--- src/rtl/sub_pkg.sv ---
// Package: sub_pkg
// Shared constants and types for nibble_serial_subtractor.
//   NIB_W   : width of one serial slice pass (4 bits)
//   state_t : controller state encoding
package sub_pkg;

  localparam int NIB_W = 4;

  typedef enum logic [1:0] {
    IDLE = 2'd0,
    RUN  = 2'd1,
    DONE = 2'd2
  } state_t;

endpackage

--- src/rtl/sub4_slice.sv ---
// Module: sub4_slice
// Combinational 4-bit borrow-ripple subtractor: d4 = a4 - b4 - bi.
// Ports:
//   a4 [3:0] in  : minuend nibble
//   b4 [3:0] in  : subtrahend nibble
//   bi       in  : borrow-in
//   d4 [3:0] out : difference nibble
//   bo       out : borrow-out of the nibble
module sub4_slice
  import sub_pkg::*;
(
  input  logic [NIB_W-1:0] a4,
  input  logic [NIB_W-1:0] b4,
  input  logic             bi,
  output logic [NIB_W-1:0] d4,
  output logic             bo
);

  logic brw;

  always_comb begin
    brw = bi;
    d4  = '0;
    for (int i = 0; i < NIB_W; i++) begin
      d4[i] = a4[i] ^ b4[i] ^ brw;
      // Borrow when a<b at this bit, or a==b and a borrow is already pending.
      brw   = (~a4[i] & b4[i]) | (~(a4[i] ^ b4[i]) & brw);
    end
    bo = brw;
  end

endmodule

--- src/rtl/nibble_serial_subtractor.sv ---
// Module: nibble_serial_subtractor
// Multi-cycle WIDTH-bit subtractor, d = a - b - bin, one nibble per clock,
// LSB nibble first, using a single 4-bit borrow-ripple slice whose borrow-out
// is registered into the next pass. WIDTH must be a multiple of 4 (>= 4).
// Optional feature macro: SIGNED_OVF_EN adds the ovf output (signed overflow).
// Ports:
//   clk            in  : system clock, rising edge
//   rst_n          in  : asynchronous active-low reset
//   start          in  : request, sampled only in IDLE
//   a, b [WIDTH]   in  : minuend / subtrahend, captured on accepted start
//   bin            in  : borrow-in to nibble 0, captured on accepted start
//   busy           out : high while in RUN
//   done           out : one-cycle pulse, result valid
//   d [WIDTH]      out : difference, held until the next done
//   bout           out : borrow-out of the MSB nibble, held with d
//   ovf            out : signed overflow, held with d (SIGNED_OVF_EN only)
//
// state | meaning
// IDLE  | waiting for start; operands latched on accept
// RUN   | one slice pass per cycle, NIBBLES cycles
// DONE  | result registered, done pulse; returns to IDLE
module nibble_serial_subtractor
  import sub_pkg::*;
#(
  parameter int WIDTH = 16
) (
  input  logic             clk,
  input  logic             rst_n,
  input  logic             start,
  input  logic [WIDTH-1:0] a,
  input  logic [WIDTH-1:0] b,
  input  logic             bin,
  output logic             busy,
  output logic             done,
  output logic [WIDTH-1:0] d,
  output logic             bout
`ifdef SIGNED_OVF_EN
  ,
  output logic             ovf
`endif
);

  localparam int NIBBLES = WIDTH / NIB_W;
  localparam int CNT_W   = (NIBBLES > 1) ? $clog2(NIBBLES) : 1;
  localparam logic [CNT_W-1:0] CNT_LAST = CNT_W'(NIBBLES - 1);

  state_t           state_q, state_d;
  logic [CNT_W-1:0] cnt_q, cnt_d;
  logic [WIDTH-1:0] a_w_q, a_w_d;
  logic [WIDTH-1:0] b_w_q, b_w_d;
  logic             brw_q, brw_d;
  logic [WIDTH-1:0] work_q, work_d;
  logic [WIDTH-1:0] d_q, d_d;
  logic             bout_q, bout_d;
`ifdef SIGNED_OVF_EN
  logic             a_msb_q, a_msb_d;
  logic             b_msb_q, b_msb_d;
  logic             ovf_q, ovf_d;
`endif

  logic [NIB_W-1:0] slice_d;
  logic             slice_bo;
  logic [WIDTH-1:0] work_shift;

  sub4_slice u_slice (
    .a4 (a_w_q[NIB_W-1:0]),
    .b4 (b_w_q[NIB_W-1:0]),
    .bi (brw_q),
    .d4 (slice_d),
    .bo (slice_bo)
  );

  // New difference nibble enters at the MSB end; after NIBBLES passes the
  // first nibble has drifted down to bit 0. The cast keeps WIDTH==4 legal.
  assign work_shift = (work_q >> NIB_W) | (WIDTH'(slice_d) << (WIDTH - NIB_W));

  always_comb begin
    state_d = state_q;
    cnt_d   = cnt_q;
    a_w_d   = a_w_q;
    b_w_d   = b_w_q;
    brw_d   = brw_q;
    work_d  = work_q;
    d_d     = d_q;
    bout_d  = bout_q;
`ifdef SIGNED_OVF_EN
    a_msb_d = a_msb_q;
    b_msb_d = b_msb_q;
    ovf_d   = ovf_q;
`endif
    case (state_q)
      IDLE: begin
        if (start) begin
          state_d = RUN;
          cnt_d   = '0;
          a_w_d   = a;
          b_w_d   = b;
          brw_d   = bin;
          work_d  = '0;
`ifdef SIGNED_OVF_EN
          a_msb_d = a[WIDTH-1];
          b_msb_d = b[WIDTH-1];
`endif
        end
      end
      RUN: begin
        a_w_d  = a_w_q >> NIB_W;
        b_w_d  = b_w_q >> NIB_W;
        brw_d  = slice_bo;
        cnt_d  = cnt_q + CNT_W'(1);
        work_d = work_shift;
        if (cnt_q == CNT_LAST) begin
          state_d = DONE;
          d_d     = work_shift;
          bout_d  = slice_bo;
`ifdef SIGNED_OVF_EN
          ovf_d   = (a_msb_q != b_msb_q) && (work_shift[WIDTH-1] != a_msb_q);
`endif
        end
      end
      DONE:    state_d = IDLE;
      default: state_d = IDLE;
    endcase
  end

  always_ff @(posedge clk or negedge rst_n) begin
    if (!rst_n) begin
      state_q <= IDLE;
      cnt_q   <= '0;
      a_w_q   <= '0;
      b_w_q   <= '0;
      brw_q   <= 1'b0;
      work_q  <= '0;
      d_q     <= '0;
      bout_q  <= 1'b0;
`ifdef SIGNED_OVF_EN
      a_msb_q <= 1'b0;
      b_msb_q <= 1'b0;
      ovf_q   <= 1'b0;
`endif
    end else begin
      state_q <= state_d;
      cnt_q   <= cnt_d;
      a_w_q   <= a_w_d;
      b_w_q   <= b_w_d;
      brw_q   <= brw_d;
      work_q  <= work_d;
      d_q     <= d_d;
      bout_q  <= bout_d;
`ifdef SIGNED_OVF_EN
      a_msb_q <= a_msb_d;
      b_msb_q <= b_msb_d;
      ovf_q   <= ovf_d;
`endif
    end
  end

  assign busy = (state_q == RUN);
  assign done = (state_q == DONE);
  assign d    = d_q;
  assign bout = bout_q;
`ifdef SIGNED_OVF_EN
  assign ovf  = ovf_q;
`endif

endmodule

--- config.mk ---
export PLATFORM = sky130hd
export DESIGN_NAME = nibble_serial_subtractor
export DESIGN_NICKNAME = d
export VERILOG_FILES = /design/src/rtl/sub_pkg.sv /design/src/rtl/sub4_slice.sv /design/src/rtl/nibble_serial_subtractor.sv
export SDC_FILE = /design/constraint.sdc
export NUM_CORES = 1
export LEC_CHECK = 0
export BUFFER_PORTS_ARGS = -buffer_cell sky130_fd_sc_hd__buf_2
export CAP_MARGIN = 20
export CORE_UTILIZATION = 40
export CTS_CLUSTER_DIAMETER = 120
export DETAILED_ROUTE_END_ITERATION = 12
export PLACE_DENSITY = 0.66
export REMOVE_ABC_BUFFERS = 1
export SLEW_MARGIN = 20
export SYNTH_ARGS = -nofsm -noshare
export SYNTH_HDL_FRONTEND = slang
export SYNTH_SLANG_ARGS = --single-unit
--- constraint.sdc ---
create_clock -name clk -period 3.5 [get_ports clk]
set_input_delay 0 -clock clk [delete_from_list [all_inputs] [get_ports clk]]
set_output_delay 0 -clock clk [all_outputs]
set_load 0.01 [all_outputs]
==> summary.txt <==
Status
  – Status: finished with violations
  – Violations in the final reports: DRC

Worst setup path
  – Max stage delay on crit path: 420 ps
  – Crit Path Max Fanout: 3
  – Worst path buffer plus inverter count: 3
  – CP cell instances: fa_1 -> inv_1 -> fa_1 -> inv_1 -> fa_1 -> inv_1 -> fa_1 -> mux2_1
  – Worst setup EP type: flop
  – Crit path launch: b_w_q[0]
  – Slowest CP cell: fa_1
  – CP required: 3710 ps
  – WS Path Type: reg2reg
  – CP most frequent cell: fa_1
  – Crit path max-delay family: adder cells
  – Reg2reg start: b_w_q[0]
  – Startpoint types: flop
  – Worst EP arrival: 2550 ps

Global route
  – Initial antenna violation count: 0
  – GR Overflow Total: 0
  – First-pass GRT wire length: 10150 um
  – Gr usage total: 0.1826
  – Number of global-route vias before repair: 2089
  – Largest net degree at the start of global routing: 35

Routing
  – Vias per Instance: 5.361
  – Final ANT Viol Nets: 0
  – Post-DR wirelength/cell: 15.62 um
  – Iteration-0 DRC count of the detailed router: 114
  – DR vias: 2107
  – First-pass DRT Iterations: 8
  – Detailed-route DRC error count: 5
  – Routed Wire Length: 6140 um

Synthesis
  – Synth area leaders: dfrtp_1 60%, o22ai_1 5.9%, a22o_1 4.8%, mux2_1 4.1%, a21oi_1 3.3%
  – Dominant cell type by area after synthesis: dfrtp_1
  – Library cells used by synthesis: 24
  – Cell count after synthesis: 234
  – Seq/Total Area, Yosys: 0.6003
  – Mapped Area: 2751 sq um
  – Top-area cell type share of the netlist area: 0.6003
  – Async set-reset flop share out of synthesis: 1.000
  – Total number of yosys warnings: 0
  – Syn avg cell area: 11.76 sq um
  – Number of synthesized register bits: 66
  – Post-synth EDFFs: 0
  – Dominant synthesized flop cell: dfrtp_1

STA
  – Normalized max-slew margin: 0.3708
  – Final Skew: 6.297 ps
  – Worst-Margin Slew: 941.0 ps
  – Crit share post-route: 0.6685
  – Post-route setup TNS: 0 ps
  – Fin. Hold Viols: 0
  – Crit path time final: 2340 ps
  – RSZ-0062 raised after global routing: false
  – Max Fclk: 427.4 MHz
  – Final Max Tran Viols: 0
  – Setup violators final: 0

Cells and area
  – Final Cell Area: 3495 sq um
  – Commonest non-fill, non-tap cell in the layout: dfrtp_1
  – ANT cells: 0
  – Most frequent cells in the layout: 66 x dfrtp_1, 54 x buf_2, 27 x dlygate4sd3_1, 26 x o22ai_1, 18 x a21oi_1
  – Nets@finish: 353
  – Proportion of layout cells with a drive suffix above 1: 0.2532
  – Synth-to-Final Area Change: 27.01%

Clock network
  – Worst-Skew Late Latency: 330 ps
  – CTS Buf Count: 9
  – H-tree depth: 3
  – Cts repair resizes: 0
  – CTS root buf: clkbuf_8
  – Clock transition at path regs: 70 ps
  – Clk buf depth: 2
  – CTS tree: yes
  – CTS Sinks: 66
  – Number of hold-repair buffers added at the cts stage: 27
  – Post-CTS setup buffers: 0

Floorplan
  – Core Footprint: 6495 sq um
  – Die Y: 84.94 um
  – Die W: 84.94 um
  – Initial Util: 0.4236
  – IO Pins: 55
  – # rows: 29
  – Die ar.: 7214 sq um

Power and ir drop
  – Lkg Pwr: 1.668 nW
  – Peak VDD IR: 0.3394 mV
  – PwrDens: 884.3 nW/um^2

Place
  – Final Wtd Congestion: 0.7750
  – HPWL Detailed: 3837 um
  – Number of buffers added on ports: 54
  – Placed Instance Area: 3054 sq um

Hold path
  – Source of the worst hold timing path: b[9]
  – HP Class: in2reg

Job
  – Max cap viols: 0
-- path summary, 6_finish.rpt --
path	endpoint	slack [ps]	depth (start not counted)
min in group asynchronous	d[0]	250	2
max	d[15]	1160	8
max in group asynchronous	b_w_q[2]	2330	3
min	b_w_q[9]	20	3
min reg2reg	bout	480	2
max reg2reg	d[15]	1160	8
-- power breakdown --
part           internal (W)  switching (W)  total (W)  leakage [nW]
Clock              0.000288       0.000264   0.000552        0.0920
Sequential          0.00112       0.000237    0.00136         0.814
Combinational      0.000549       0.000630    0.00118         0.762
-- layer usage --
metal | vias to the layer above | GRT usage | share of wire
li1 | 999 | - | -
met2 | 69 | 0.3016 | 0.46
met3 | 5 | 0.06323 | 0.055
met5 | - | 0 | 0
met4 | 0 | 0.03236 | 0.0065
met1 | 1034 | 0.2371 | 0.47
-- worst register-to-register path, stage by stage, from the launching register on --
cell and delay, ps:
dfrtp_1 410, fa_1 400, inv_1 80, fa_1 160
inv_1 50, fa_1 350, inv_1 70, fa_1 420
mux2_1 290
-- per-stage QoR --
stage               setup slack (ps)  hold slack, ps    util  power [W]  instances
floorplan                       1258          -295.6       -   0.002121        218
global placement                1206           91.79  0.4702   0.002490        351
detailed placement              1167           97.04  0.4702   0.002542        351
CTS                             1157           4.948  0.5380   0.003135        393
global route                    1024           16.44  0.5380   0.003350        393
finish                          1160           20.35  0.5380   0.003090        393
-- layout make-up --
type | count | area (sq um)
repair buffers | 83 | 555.5
inverters | 11 | 41.29
fillers | 611 | 3000
flip-flops and latches | 66 | 1652
multi-input cells | 141 | 979.7
well taps | 77 | 96.34
clock inverters | 3 | 15.01
clock buffers | 12 | 155.1
-- cells in the mapped netlist (3+ instances only) --
master,n
o221a_2,4
clkbuf_1,3
fa_1,4
buf_2,12
o21ai_0,15
nand2b_1,5
inv_1,10
nand3b_1,5
o22ai_1,26
mux2_2,4
a22oi_1,3
a21oi_1,18
nor2_1,16
nand2_1,11
dfrtp_1,66
a22o_1,15
mux2_1,10
-- state kept, by name, indices dropped and copies added, names as in the netlist --
register  count
a_w_q        16
b_w_q        16
d            16
work_q       12
cnt_q         2
state_q       2
bout          1
brw_q         1
-- logic make-up after synthesis --
logic type | share of synthesized area
flip-flops | 0.6003
adder cells (fa/ha/maj) | 0.03365
multiplexers | 0.05730
AO/OA/AOI/OAI | 0.2010
AND/OR/NAND/NOR | 0.06412
buffers and inverters | 0.04366
Power figures use the tool's default switching activity.
